File: src/rtl/rom_sw_reader.sv
// Sample-ROM playback engine: walks addresses 0..DEPTH-1 for a number of passes and
// streams each sample, arithmetically right-shifted, through a 2-entry output FIFO.
//
// state | meaning
// IDLE  | waiting for start, rom_addr parked at 0, no output
// FETCH | issuing ROM reads whenever FIFO credit allows
// DRAIN | every read issued, emptying in-flight read and FIFO
module rom_sw_reader #(
  parameter int DEPTH = 401,
  parameter int AW    = 9,
  parameter int DW    = 32
) (
  input  logic                 clk,
  input  logic                 rst,
  input  logic                 start,
  input  logic                 stop,
  input  logic [7:0]           loops,
  input  logic [4:0]           shift,
  output logic [AW-1:0]        rom_addr,
  input  logic signed [DW-1:0] rom_dout,
  output logic signed [DW-1:0] out_data,
  output logic                 out_valid,
  input  logic                 out_ready,
  output logic                 out_last,
  output logic                 busy,
  output logic                 done
);

  typedef enum logic [1:0] {IDLE, FETCH, DRAIN} state_t;

  state_t r_state, w_state_nxt;
  logic   r_done, w_done_nxt;

  logic [AW-1:0]        r_addr;
  logic [7:0]           r_pass;
  logic                 r_cont;
  logic [4:0]           r_shift;
  logic                 r_inflight;
  logic                 r_infl_last;
  logic signed [DW-1:0] r_fifo_data [2];
  logic [1:0]           r_fifo_last;
  logic                 r_rd_ptr;
  logic                 r_wr_ptr;
  logic [1:0]           r_count;

  logic                 w_start;
  logic                 w_stop;
  logic                 w_pop;
  logic                 w_push;
  logic [2:0]           w_occ;
  logic                 w_at_end;
  logic                 w_final;
  logic                 w_issue;
  logic signed [DW-1:0] w_scaled;

  assign w_start  = (r_state == IDLE) && start;
  assign w_stop   = (r_state != IDLE) && stop;
  assign w_pop    = (r_count != 2'd0) && out_ready && !w_stop;
  assign w_push   = r_inflight && !w_stop;
  // Credit counts the slot freed by a same-cycle pop so a stream of
  // back-to-back transfers keeps one read in flight every cycle.
  assign w_occ    = {1'b0, r_count} + {2'b00, r_inflight} - {2'b00, w_pop};
  assign w_at_end = (r_addr == AW'(DEPTH - 1));
  assign w_final  = !r_cont && (r_pass == 8'd1);
  assign w_issue  = (r_state == FETCH) && !stop && (w_occ < 3'd2);
  assign w_scaled = rom_dout >>> r_shift;

  always_ff @(posedge clk) begin
    if (rst) begin
      r_state <= IDLE;
      r_done  <= 1'b0;
    end else begin
      r_state <= w_state_nxt;
      r_done  <= w_done_nxt;
    end
  end

  always_comb begin
    w_state_nxt = r_state;
    w_done_nxt  = 1'b0;
    case (r_state)
      IDLE: begin
        if (start) w_state_nxt = FETCH;
      end
      FETCH: begin
        if (stop) begin
          w_state_nxt = IDLE;
          w_done_nxt  = 1'b1;
        end else if (w_issue && w_at_end && w_final) begin
          w_state_nxt = DRAIN;
        end
      end
      DRAIN: begin
        if (stop) begin
          w_state_nxt = IDLE;
          w_done_nxt  = 1'b1;
        end else if (!r_inflight &&
                     (r_count == 2'd0 || (r_count == 2'd1 && w_pop))) begin
          w_state_nxt = IDLE;
          w_done_nxt  = 1'b1;
        end
      end
      default: w_state_nxt = IDLE;
    endcase
  end

  always_ff @(posedge clk) begin
    if (rst) begin
      r_addr      <= '0;
      r_pass      <= '0;
      r_cont      <= 1'b0;
      r_shift     <= '0;
      r_inflight  <= 1'b0;
      r_infl_last <= 1'b0;
      r_fifo_last <= '0;
      r_rd_ptr    <= 1'b0;
      r_wr_ptr    <= 1'b0;
      r_count     <= '0;
      for (int i = 0; i < 2; i++) r_fifo_data[i] <= '0;
    end else begin
      if (w_start) begin
        r_addr  <= '0;
        r_pass  <= loops;
        r_cont  <= (loops == 8'd0);
        r_shift <= shift;
      end else if (w_stop) begin
        r_addr <= '0;
      end else if (w_issue) begin
        if (w_at_end) begin
          r_addr <= '0;
          if (!r_cont) r_pass <= r_pass - 8'd1;
        end else begin
          r_addr <= r_addr + AW'(1);
        end
      end

      r_inflight  <= w_issue;
      r_infl_last <= w_issue && w_at_end && w_final;

      if (w_stop) begin
        r_count     <= '0;
        r_rd_ptr    <= 1'b0;
        r_wr_ptr    <= 1'b0;
        r_fifo_last <= '0;
      end else begin
        if (w_push) begin
          r_fifo_data[r_wr_ptr] <= w_scaled;
          r_fifo_last[r_wr_ptr] <= r_infl_last;
          r_wr_ptr              <= ~r_wr_ptr;
        end
        if (w_pop) r_rd_ptr <= ~r_rd_ptr;
        r_count <= r_count + {1'b0, w_push} - {1'b0, w_pop};
      end
    end
  end

  assign rom_addr  = r_addr;
  assign out_valid = (r_count != 2'd0);
  assign out_data  = out_valid ? r_fifo_data[r_rd_ptr] : '0;
  assign out_last  = out_valid && r_fifo_last[r_rd_ptr];
  assign busy      = (r_state != IDLE);
  assign done      = r_done;

endmodule

File: config.mk
export PLATFORM = sky130hd
export DESIGN_NAME = rom_sw_reader
export DESIGN_NICKNAME = d
export VERILOG_FILES = /design/src/rtl/rom_sw_reader.sv
export SDC_FILE = /design/constraint.sdc
export NUM_CORES = 1
export LEC_CHECK = 0
export BUFFER_PORTS_ARGS = -buffer_cell sky130_fd_sc_hd__buf_4
export CAP_MARGIN = 20
export CORE_ASPECT_RATIO = 1.75
export CORE_UTILIZATION = 45
export CTS_CLUSTER_SIZE = 25
export DETAILED_ROUTE_END_ITERATION = 16
export PLACE_DENSITY_LB_ADDON = 0.15
export SLEW_MARGIN = 20
export SYNTH_ARGS = -nofsm -noshare
export SYNTH_HDL_FRONTEND = slang
export SYNTH_SLANG_ARGS = --single-unit
File: constraint.sdc
create_clock -name clk -period 2.8 [get_ports clk]
set_input_delay 0.42 -clock clk [delete_from_list [all_inputs] [get_ports clk]]
set_output_delay 0.42 -clock clk [all_outputs]
set_load 0.01 [all_outputs]
# --- Word-level counts from Yosys, hierarchy flattened ---
# Memory sizes are Yosys's and may differ from the RTL's. A register that Yosys moved wholly into a read port is not among the register bits.
# Index checks and enable logic that the tools add are counted.
totals:
  reg_bits: 34
  mem_bits_rw: 64
  output_inout_bits: 45
  mem_count: 1
classes:
  addsub: 6
  order_cmp: 4
  n_eq_ne: 10
  n_shift: 1
  n_mux: 33
  bitwise_logic: 2
  reduce_logical: 31
memory_table:
  columns: ["name", "depth", "word_bits", "rd", "rd_ports_with_merged_regs", "write_ports", "line_no", "rtl"]
  rows:
  - ["r_fifo_data", 2, 32, 1, 1, 2, "40", "logic signed [DW-1:0] r_fifo_data [2];"]
op_table:
  columns: ["operator", "n"]
  rows:
  - ["2-to-1 mux 32 bit", 2]
  - ["2-to-1 mux 8 bit", 5]
  - ["OR reduction 32 bit", 1]
  - [">>> shifter 32 x 5 -> 32 bit", 1]
  - ["2-to-1 mux 1 bit", 16]
  - ["logical AND 1 bit", 14]
  - ["2-to-1 mux 2 bit", 5]
  - ["adder 9 x 1 -> 9 bit, second input constant", 1]
  - ["equality test 9 bit, second input constant", 1]
  - ["2-to-1 mux 9 bit", 1]
  - ["equality test 8 x 1 -> 1 bit, second input constant", 1]
  - ["logical NOT 8 bit", 1]
  - ["nonzero test 2 bit", 4]
  - ["subtractor 8 x 1 -> 8 bit, second input constant", 1]
  - ["one-hot mux 2 bit (3 select lines)", 1]
  - ["equality test 2 x 1 -> 1 bit, second input constant", 2]
  - ["logical NOT 1 bit", 4]
  - ["logical NOT 2 bit", 2]
  - ["less-than comparator 1 x 2 -> 1 bit, second input constant", 2]
  - ["!= test 2 bit, second input constant", 2]
  - ["AND reduction 4 bit", 1]
  - ["adder 2 x 1 -> 3 bit", 1]
  - ["less-than comparator 3 x 2 -> 1 bit, second input constant", 1]
  - ["!= test 3 x 2 -> 1 bit, second input constant", 1]
  - ["15 further kinds", 16]

# --- Logic depth before layout (Yosys ltp) ---
# Gate-level depths: netlist of run 1.
logic_depth:
  depth_word: 12
  mapped_depth: 14
  ltp_nobuf: 13

# --- Least setup slack after synthesis of run 1 ---
# Ideal clock, no wire load.
synth_path:
  kind: "flip-flop to flip-flop"
  startpoint: "reg r_state[0]"
  endpoint: "reg r_pass[1]"
  setup_time_ps: 87
  arrival_time_ps: 2896
  path_slack_ps: -183
  path_stages_with_launch: 14
  path_buffers: 0
  synth_period_minus_slack_ps: 2983
  path_cell_list: "dfxtp_1 -> inv_1 -> ha_1 -> nand2b_1 -> nand2_1 -> nor3b_1 -> a21o_1 -> nand2_1 -> fa_1 -> and3b_1 -> nand2_1 -> nor3_1 -> mux2_2 -> o31ai_1"
synth_between:
  elab_chain_cells: 9
  elab_cells_between_ends: 17
  cone_classes: "add/sub (1); order compare (1); eq/ne (3); mux (1); reduce/logical (11)"
synth_lines:
  columns: ["element", "line_no", "rtl"]
  rows:
  - ["from (decl)", "31", "state_t r_state, w_state_nxt;"]
  - ["from (signal assigned)", "73", "r_state <= w_state_nxt;"]
  - ["nonzero test 2 bit", "57", "assign w_stop = (r_state != IDLE) && stop;"]
  - ["logical AND 1 bit", "57", null]
  - ["logical NOT 1 bit", "58", "assign w_pop = (r_count != 2'd0) && out_ready && !w_stop;"]
  - ["logical AND 1 bit", "58", null]
  - ["subtractor 3 x 1 -> 3 bit", "62", "assign w_occ = {1'b0, r_count} + {2'b00, r_inflight} - {2'b00, w_pop};"]
  - ["less-than comparator 3 x 2 -> 1 bit", "65", "assign w_issue = (r_state == FETCH) && !stop && (w_occ < 3'd2);"]
  - ["logical AND 1 bit", "65", null]
  - ["nonzero test 2 bit (no source line)", null, null]
  - ["AND reduction 4 bit (no source line)", null, null]
  - ["to (signal assigned)", "123", "r_pass <= loops;"]
  - ["to (signal assigned)", "131", "if (!r_cont) r_pass <= r_pass - 8'd1;"]
  - ["to (decl)", "35", "logic [7:0] r_pass;"]
# Several ways; a longest one is shown, not always the timed one.
# A chain may end at the register's enable or synchronous reset.

# --- Final worst setup path of run 1 ---
layout_path:
  startpoint: "reg r_state[1]"
  endpoint: "reg r_pass[1]"
# Same word-level chain as after synthesis.

==> summary.txt, run 1 <==
Placed design
  – Pre-CTS WS: -45.81 ps
  – Port bufs: 94
  – Placed cell areas: 8163 µm²
  – Hpwl dp: 15280 µm
  – GP Congestion: 0.9218

Critical path
  – Setup crit end: r_pass[1]
  – Setup slack, reg-to-reg: 5 ps
  – Worst Path Required: 3070 ps
  – Critical Path AT: 3070 ps
  – Kind of critical path: flip-flop to flip-flop
  – Max stage delay cell, worst path: fa_1
  – CP Launch Type: flip-flop
  – Reg2reg start: r_state[1]
  – Buf+Inv Stages, Crit Path: 1
  – R2R Path End: r_pass[1]
  – Reg2reg path depth: 13
  – Crit-path max cell delay: 510 ps
  – Nature of the critical path endpoint: flip-flop
  – Worst setup path startpoint: r_state[1]
  – CP delay by family, top: simple AND/OR/NAND/NOR gates
  – Maximum fanout along the worst path: 3
  – Crit-path cells: inv_2 > ha_4 > nand2b_4 > nand2_4 > nor3b_2 > a21o_1 > nand2_2 > fa_1 > and3b_2 > nand2_1 > nor3_2 > mux2_2 > o31ai_1
  – Stages on worst setup path: 13

Synthesis
  – EDFF count, synth: 64
  – Post-Syn Area: 7138 µm²
  – Async set-or-reset flop fraction in the synthesized netlist: 0
  – Synthesized area per cell: 9.832 µm²
  – Number of synthesis warnings: 0
  – Synth Flop Type: edfxtp_1
  – Mapped Nets: 785
  – Synth Instances: 726
  – #FFs+latches synth: 99
  – Netlist cell types: 70
  – Sequential area share after synthesis: 0.3674

Floorplan
  – Num ports: 95
  – Die Y: 168.6 µm
  – # rows: 60
  – Core area: 15460 µm²
  – Total die area: 16390 µm²
  – Die width: 97.21 µm
  – Initial Utilization: 0.4616

Worst hold path
  – Hold Path Class: input pin to flip-flop

Final layout
  – Design Area, Final: 8569 µm²
  – Fillers: 1404
  – Synth-to-layout area growth: 20.05%
  – # nets final: 878
  – Fraction of layout instances using a drive strength above 1: 0.2779
  – Antenna Cells: 0

Timing
  – Unrepaired setup endpoints after global routing: true
  – Setup Skew: 14.17 ps
  – Setup Viol. Count Final: 0
  – Minimum clock period: 2795 ps
  – Tightest Pin Transition: 838.9 ps
  – Final Hold Fails: 0
  – Final TNS setup: 0 ps
  – Pins over their slew limit: 0
  – Slew HR: 0.4387
  – Max Clk Rate: 357.8 MHz
  – Period utilisation layout: 0.9981
  – Setup slack after layout: 5.193 ps

GRT
  – Gr ovfl total: 0
  – All-layer global routing usage: 0.2463
  – Global-route wire length before repair: 31660 µm
  – Initial antenna violation count: 0
  – Number of global-route vias before repair: 5926
  – Largest net degree at the start of global routing: 38

Power
  – Pwr Density: 497.8 nW/µm²
  – Leakage: 3.183 nW
  – Worst vdd ir: 0.0003860 V
  – Power, Total: 4.266 mW

CTS
  – Clock transition at path regs: 80 ps
  – Worst-Skew Late Latency: 360 ps
  – CTS tree: done
  – Total clock sinks: 99
  – TritonCTS buffer count: 9
  – CTS H-Tree Depth: 3
  – CTS root buffer: clkbuf_16
  – Clock Tree Buf Depth: 2
  – Hold-fix buffers, CTS: 0

Drt
  – Initial drt markers: 424
  – Drt drc: 0
  – Via count: 6081
  – Pre-antenna DRT Iters: 5
  – Antenna-violating nets left: 0
  – DRT Wirelength: 20120 µm
  – Via/cell ratio: 6.021
  – Routed wire per std cell: 19.92 µm

Job
  – Max capacitance violation total: 0

Outcome
  – Outcome: finished, final reports clean
==> worst min-delay path, delay by kind of cell <==
kind | cells | cell delay (ps)
simple gates | 1 | 50
buf+inv | 1 | 110
compound gates | 1 | 50
==> synth_stat cells, types with 8 or more instances <==
master,number,area (µm²)
o21ai_0,13,65.06
clkbuf_1,25,93.84
edfxtp_1,64,1922
buf_2,14,70.07
nor4_1,9,56.30
mux2_2,15,168.9
inv_1,12,45.04
o22ai_1,12,75.07
a21oi_1,26,130.1
mux4_2,31,698.2
buf_1,8,30.03
nor2_1,137,514.2
mux2i_1,75,750.7
nand2b_1,17,106.4
nand2_1,52,195.2
a211oi_1,14,105.1
dfxtp_1,35,700.7
ha_1,8,100.1
nand3_1,12,60.06
xor2_1,13,113.9
and2_1,12,75.07
nor3_1,13,65.06
nor2b_1,8,50.05
==> area by class of cell <==
type,instances,area [µm²],share of cell area
inverters,13,48.80,0.005694
clock buffers,9,225.2,0.02628
clock inverters,7,88.84,0.01037
repair buffers,138,1074,0.1253
well taps,186,232.7,0.02716
flip-flops and latches,99,2630,0.3069
multi-input cells,558,4270,0.4983
==> where the power goes <==
part           switching [mW]  internal (mW)
sequential             0.0678           1.63
clock                   0.649          0.650
combinational           0.704          0.566
==> flip-flops by register name, summed over array words and instances, names as in the netlist, 2 cells and up, named ones only <==
register	flops
rom_addr	9
r_fifo_data	64
r_state	2
r_shift	5
r_fifo_last	2
r_pass	8
r_count	2
==> kinds of logic (layout without fill, tap and decap cells) <==
kind of cell	count (synthesis)	count (layout)	share of synthesized area
AOI/OAI and AO/OA	109	109	0.1043
xor gates and xnor gates	19	19	0.02331
adders and majority gates	9	9	0.01683
buffers and inverters	69	167	0.04505
DFF	99	99	0.3674
muxes	127	127	0.2487
and+or+nand+nor	294	294	0.1944
==> layout by cell type, fill, tap and decap left out, types with 5 or more instances in the layout <==
| cell type | count |
|---|---|
| a211oi_1 | 12 |
| a21oi_1 | 25 |
| and2_1 | 13 |
| buf_4 | 135 |
| clkbuf_16 | 9 |
| dfxtp_1 | 29 |
| dfxtp_2 | 6 |
| edfxtp_1 | 64 |
| ha_1 | 7 |
| inv_1 | 10 |
| mux2_2 | 15 |
| mux2i_1 | 75 |
| mux4_1 | 6 |
| mux4_2 | 31 |
| nand2_1 | 50 |
| nand2b_1 | 16 |
| nand3_1 | 12 |
| nand4_1 | 6 |
| nor2_1 | 136 |
| nor2b_1 | 8 |
| nor3_1 | 12 |
| nor4_1 | 8 |
| o21ai_0 | 13 |
| o22ai_1 | 12 |
| o31ai_1 | 6 |
| xnor2_1 | 5 |
| xor2_1 | 13 |
==> layer usage <==
layer | up-vias | global-route usage | part of all wire
li1 | 2868 | - | -
met1 | 2925 | 0.2910 | 0.38
met2 | 235 | 0.4427 | 0.53
met3 | 53 | 0.02642 | 0.047
met4 | 0 | 0.1194 | 0.047
met5 | - | 0 | 0
==> how the worst min path moves through the flow <==
| stage | from | endpoint | slack [ps] | cells past startpoint |
|---|---|---|---|---|
| floorplan | r_fifo_last[1] | r_fifo_last[1] | 440 | 2 |
| global placement | r_fifo_last[1] | r_fifo_last[1] | 450 | 2 |
| detailed placement | r_fifo_last[1] | r_fifo_last[1] | 450 | 2 |
| CTS | shift[1] | r_shift[1] | 300 | 3 |
| global route | shift[2] | r_shift[2] | 320 | 3 |
| finish | shift[1] | r_shift[1] | 300 | 3 |
==> repair_timing <==
action	4_1_cts	5_1_grt
buffers inserted	0	4
endpoints found under the setup margin	4	18
pin swaps	2	10
resized for setup	1	17
==> metrics by stage <==
| stage | cells | util | hold slack, ps |
|---|---|---|---|
| floorplan | 726 | - | 436.0 |
| global placement | 990 | 0.5278 | 446.8 |
| detailed placement | 990 | 0.5278 | 450.6 |
| CTS | 1006 | 0.5482 | 300.5 |
| global route | 1010 | 0.5541 | 315.2 |
| finish | 1010 | 0.5541 | 301.5 |
Note: power is estimated with default switching activity, not from simulation.
==> run 2: changes to the inputs <==
- PLACE_DENSITY: unset -> 0.64
- PLACE_DENSITY_LB_ADDON: 0.15 -> unset
==> summary.txt, run 2 (same netlist as run 1, synthesis figures left out) <==
Outcome
  – Outcome: finished, final reports clean

CTS
  – CTS H-Tree Depth: 3
  – TritonCTS buffer count: 9
  – Clock Tree Buf Depth: 2
  – CTS root buffer: clkbuf_16
  – Clock transition at path regs: 90 ps
  – Hold-fix buffers, CTS: 0
  – Worst-Skew Late Latency: 350 ps
  – Total clock sinks: 99
  – CTS tree: done

Final layout
  – Largest Register: r_fifo_data
  – Fraction of layout instances using a drive strength above 1: 0.2800
  – Most frequent cells in the layout: buf_4 (139), nor2_1 (136), mux2i_1 (75), edfxtp_1 (64), nand2_1 (50)
  – Most common cell after layout, fill and taps aside: buf_4
  – Synth-to-layout area growth: 19.56%
  – Largest register FFs: 64
  – Final Non-Filler Cells: 1011
  – Antenna Cells: 0
  – # nets final: 879
  – Fillers: 1386

GRT
  – Met3 Use GR: 0.02808
  – Met2 GRT Util: 0.4675
  – Gr ovfl total: 0
  – Number of global-route vias before repair: 6006
  – Initial antenna violation count: 0
  – Largest net degree at the start of global routing: 34
  – M1 GR Usage: 0.3050
  – Global-route wire length before repair: 32800 µm
  – Most utilized layer in the global route result: met2
  – All-layer global routing usage: 0.2549

Critical path
  – CP delay by family, top: simple AND/OR/NAND/NOR gates
  – CP dominant cell by count: a21oi_2
  – Critical Path AT: 3060 ps
  – Crit-path max cell delay: 490 ps
  – Buf+Inv Stages, Crit Path: 1
  – Kind of critical path: flip-flop to flip-flop
  – CP Launch Type: flip-flop
  – Worst Path Required: 3070 ps
  – Maximum fanout along the worst path: 7
  – Nature of the critical path endpoint: flip-flop
  – Crit-path cells: inv_2 > ha_4 > nand2b_4 > nand2_4 > nor3b_4 > a21o_1 > nand2_1 > fa_1 > and3b_2 > and4b_2 > a21oi_2 > or3_4 > a21oi_2
  – Max stage delay cell, worst path: fa_1

Drt
  – Routed wire per std cell: 20.50 µm
  – DRT Wirelength: 20720 µm
  – Antenna-violating nets left: 0
  – Pre-antenna DRT Iters: 7
  – Initial drt markers: 388
  – Via/cell ratio: 6.071
  – Drt drc: 0
  – Via count: 6138

Timing
  – Setup Skew: 20.86 ps
  – Pins over their slew limit: 0
  – Period utilisation layout: 0.9962
  – Setup slack after layout: 10.59 ps
  – Unrepaired setup endpoints after global routing: true
  – Tightest Pin Transition: 844.9 ps
  – Max Clk Rate: 358.5 MHz
  – Setup Viol. Count Final: 0
  – Minimum clock period: 2789 ps
  – Final Hold Fails: 0
  – Slew HR: 0.4359

Power
  – Leakage: 3.163 nW
  – Power, Total: 4.214 mW
  – Worst vdd ir: 0.0003399 V
  – Pwr Density: 493.8 nW/µm²

Floorplan
  – Die width: 97.21 µm
  – # rows: 60
  – Die Y: 168.6 µm
  – Core area: 15460 µm²
  – Num ports: 95
  – Initial Utilization: 0.4616
  – Total die area: 16390 µm²

Job
  – Max capacitance violation total: 0

Placed design
  – GP Congestion: 0.9480
  – Pre-CTS WS: -61.89 ps
  – Port bufs: 94
  – Dpl cells: 992
  – Hpwl dp: 15640 µm

Worst hold path
  – Hold Path Class: input pin to flip-flop
-- run 2: path summary, 6_finish.rpt --
path / from / depth (start not counted) / endpoint / slack, ps
worst max register to register: r_state[1] / 13 / r_state[0] / 10
worst min-delay path: shift[0] / 3 / r_shift[0] / 300
worst max-delay path: r_state[1] / 13 / r_state[0] / 10
worst min register to register: r_fifo_last[1] / 2 / r_fifo_last[1] / 470
-- run 2: layout make-up --
cell class | instances | area [µm²] | share of cell area
inverter | 13 | 48.80 | 0.005718
timing repair buffer | 139 | 1044 | 0.1223
tap | 186 | 232.7 | 0.02727
clock inverter | 7 | 68.82 | 0.008063
clock buffer | 9 | 225.2 | 0.02639
multi-input combinational | 558 | 4285 | 0.5021
sequential | 99 | 2630 | 0.3082
-- run 2: tightest hold or removal path: cells and delay by family --
| family | cells | cell delay (ps) |
|---|---|---|
| buffers and inverters | 1 | 110 |
| AOI/OAI and AO/OA | 1 | 50 |
| and+or+nand+nor | 1 | 40 |
-- run 2: what timing repair did --
| action | in CTS | in global routing |
|---|---|---|
| gates resized for setup | 3 | 17 |
| buffers inserted | 0 | 3 |
| pin swaps | 3 | 11 |
| hold endpoints to repair | 0 | 0 |
| endpoints found under the setup margin | 8 | 15 |
-- run 2: power by group --
group          switching [mW]  total [mW]  internal [mW]
sequential             0.0677        1.70           1.63
clock                   0.621        1.25          0.627
combinational           0.714        1.27          0.555
total                    1.40        4.21           2.81
-- run 2: metal layers --
| layer | part of all wire | vias to the layer above |
|---|---|---|
| met5 | 0 | - |
| met4 | 0.031 | 0 |
| met3 | 0.043 | 38 |
| met2 | 0.54 | 220 |
| met1 | 0.39 | 3006 |
| li1 | - | 2874 |
-- run 2: stage by stage --
step	TNS (ps)	hold WS [ps]	area, µm²	util
after global placement	0	447.1	8140	0.5264
final	0	303.3	8534	0.5519
after detailed placement	-125.8	462.6	8140	0.5264
after global routing	-379.1	310.6	8534	0.5519
after floorplan	-23.86	436.0	7153	-
after CTS	0	296.0	8444	0.5460
==> run 3: changes to the inputs <==
- CELL_PAD_IN_SITES_DETAIL_PLACEMENT: unset -> 2
- CELL_PAD_IN_SITES_GLOBAL_PLACEMENT: unset -> 2
- CORE_MARGIN: unset -> 4
- CORE_UTILIZATION: 45 -> 34
- MAX_ROUTING_LAYER: unset -> met4
- PLACE_DENSITY: 0.64 -> 0.75
==> summary.txt, run 3 (same netlist as run 1, synthesis figures left out) <==
CTS
  – CTS tree: done
  – Total clock sinks: 99
  – Worst-Skew Late Latency: 360 ps
  – Clock Tree Buf Depth: 2
  – TritonCTS buffer count: 9
  – CTS H-Tree Depth: 3
  – Clock transition at path regs: 70 ps
  – CTS root buffer: clkbuf_16

Timing
  – Max Clk Rate: 351.3 MHz
  – Tightest Pin Transition: 1015 ps
  – Setup slack after layout: -46.42 ps
  – Slew HR: 0.3208
  – Setup Viol. Count Final: 2
  – Period utilisation layout: 1.017
  – Pins over their slew limit: 0
  – Unrepaired setup endpoints after global routing: true
  – Minimum clock period: 2846 ps
  – Final Hold Fails: 0
  – WHS: 306.9 ps
  – Setup Skew: 14.73 ps

Critical path
  – Kind of critical path: flip-flop to flip-flop
  – Critical Path AT: 3120 ps
  – Worst setup path startpoint: r_state[1]
  – Worst Path Required: 3070 ps
  – Maximum fanout along the worst path: 7
  – Reg2reg start: r_state[1]
  – CP Launch Type: flip-flop
  – Nature of the critical path endpoint: flip-flop

Floorplan
  – Core area: 20460 µm²
  – Num ports: 95
  – Die width: 117.5 µm
  – Die Y: 199.7 µm
  – # rows: 69
  – Total die area: 23470 µm²
  – Initial Utilization: 0.3489

Outcome
  – Failing checks: negative setup slack
  – Outcome: complete, but fails checks

GRT
  – All-layer global routing usage: 0.2314
  – Number of global-route vias before repair: 6904
  – Largest net degree at the start of global routing: 38
  – Initial antenna violation count: 0
  – Gr ovfl total: 0
  – Global-route wire length before repair: 41030 µm

Placed design
  – GP Congestion: 0.9422
  – Port bufs: 94
  – Hpwl dp: 20240 µm

Power
  – Pwr Density: 494.9 nW/µm²
  – Power, Total: 4.285 mW
  – Worst vdd ir: 0.0002307 V
  – Leakage: 3.185 nW

Drt
  – Pre-antenna DRT Iters: 4
  – DRT Wirelength: 26410 µm
  – Drt drc: 0
  – Routed wire per std cell: 24.62 µm
  – Antenna-violating nets left: 0
  – Via count: 6151
  – Via/cell ratio: 5.733
  – Initial drt markers: 250

Final layout
  – Largest Register: r_fifo_data
  – Most frequent cells in the layout: nor2_1 (136), buf_4 (136), mux2i_1 (75), edfxtp_1 (64), nand2_1 (49)
  – Fraction of layout instances using a drive strength above 1: 0.2836
  – Fillers: 2205
  – # nets final: 879
  – Antenna Cells: 0
  – Synth-to-layout area growth: 21.28%
  – Largest register FFs: 64

Worst hold path
  – Hold Crit Start: shift[1]
  – Hold Path Class: input pin to flip-flop

Job
  – Max capacitance violation total: 0
-- run 3: cell types whose count changed in the layout (fill, tap and decap cells not counted), sizes merged --
cell      delta
inv          -1
clkinvlp     -2
clkbuf       +1
clkinv       +2
-- run 3: repair_timing --
action | in CTS | in global routing
gates cloned | 0 | 0
pin swaps | 11 | 9
endpoints found under the hold margin | 0 | 0
gates resized for setup | 15 | 10
setup buffers | 4 | 3
hold buffers | 0 | 0
setup endpoints to repair | 15 | 14
-- run 3: worst max-delay path: stages, from the launching register on --
cell and delay (ps):
dfxtp_2 330, inv_2 70, ha_4 140, nand2b_4 130, nand2_4 50, nor3b_4 190
a21o_1 120, nand2_2 60, fa_1 490, and3b_2 240, and4b_2 340, nand4b_1 170
xor2_1 200, a211oi_1 230
-- run 3: where the power goes --
group,switching [mW],internal [mW],total (mW)
registers,0.0648,1.63,1.69
logic,0.790,0.569,1.36
clock network,0.594,0.638,1.23
-- run 3: final cells by class --
class / count / area [µm²] / share of cell area
Clock buffer: 10 / 239.0 / 0.02761
Clock inverter: 6 / 47.55 / 0.005492
Inverter: 13 / 48.80 / 0.005637
Multi-Input combinational cell: 558 / 4300 / 0.4967
Sequential cell: 99 / 2630 / 0.3038
Tap cell: 248 / 310.3 / 0.03584
Timing Repair Buffer: 139 / 1081 / 0.1249
-- run 3: path summary, 6_finish.rpt --
path / end / slack (ps) / depth (start not counted)
worst min-delay path: r_shift[1] / 310 / 3
worst max register to register: r_pass[4] / -50 / 13
worst max-delay path: r_pass[4] / -50 / 13
worst min register to register: r_fifo_last[1] / 470 / 2
-- run 3: per-stage QoR --
stage | utilization | std cells | cell area (µm²) | setup TNS (ps) | setup slack [ps]
after floorplan | - | 726 | 7153 | -23.86 | -23.86
after global placement | 0.4020 | 1050 | 8225 | 0 | 44.59
after detailed placement | 0.4020 | 1050 | 8225 | -1502 | -215.8
after CTS | 0.4199 | 1070 | 8591 | -49.78 | -40.29
after global routing | 0.4231 | 1073 | 8657 | -1008 | -182.1
final | 0.4231 | 1073 | 8657 | -66.82 | -46.42
-- run 3: routing by layer --
metal,global-route usage,wire [µm],up-vias
li1,-,-,2873
met1,0.2495,10090,3104
met2,0.4335,14710,135
met3,0.02492,677,39
met4,0.09522,930,0
met5,-,0,-
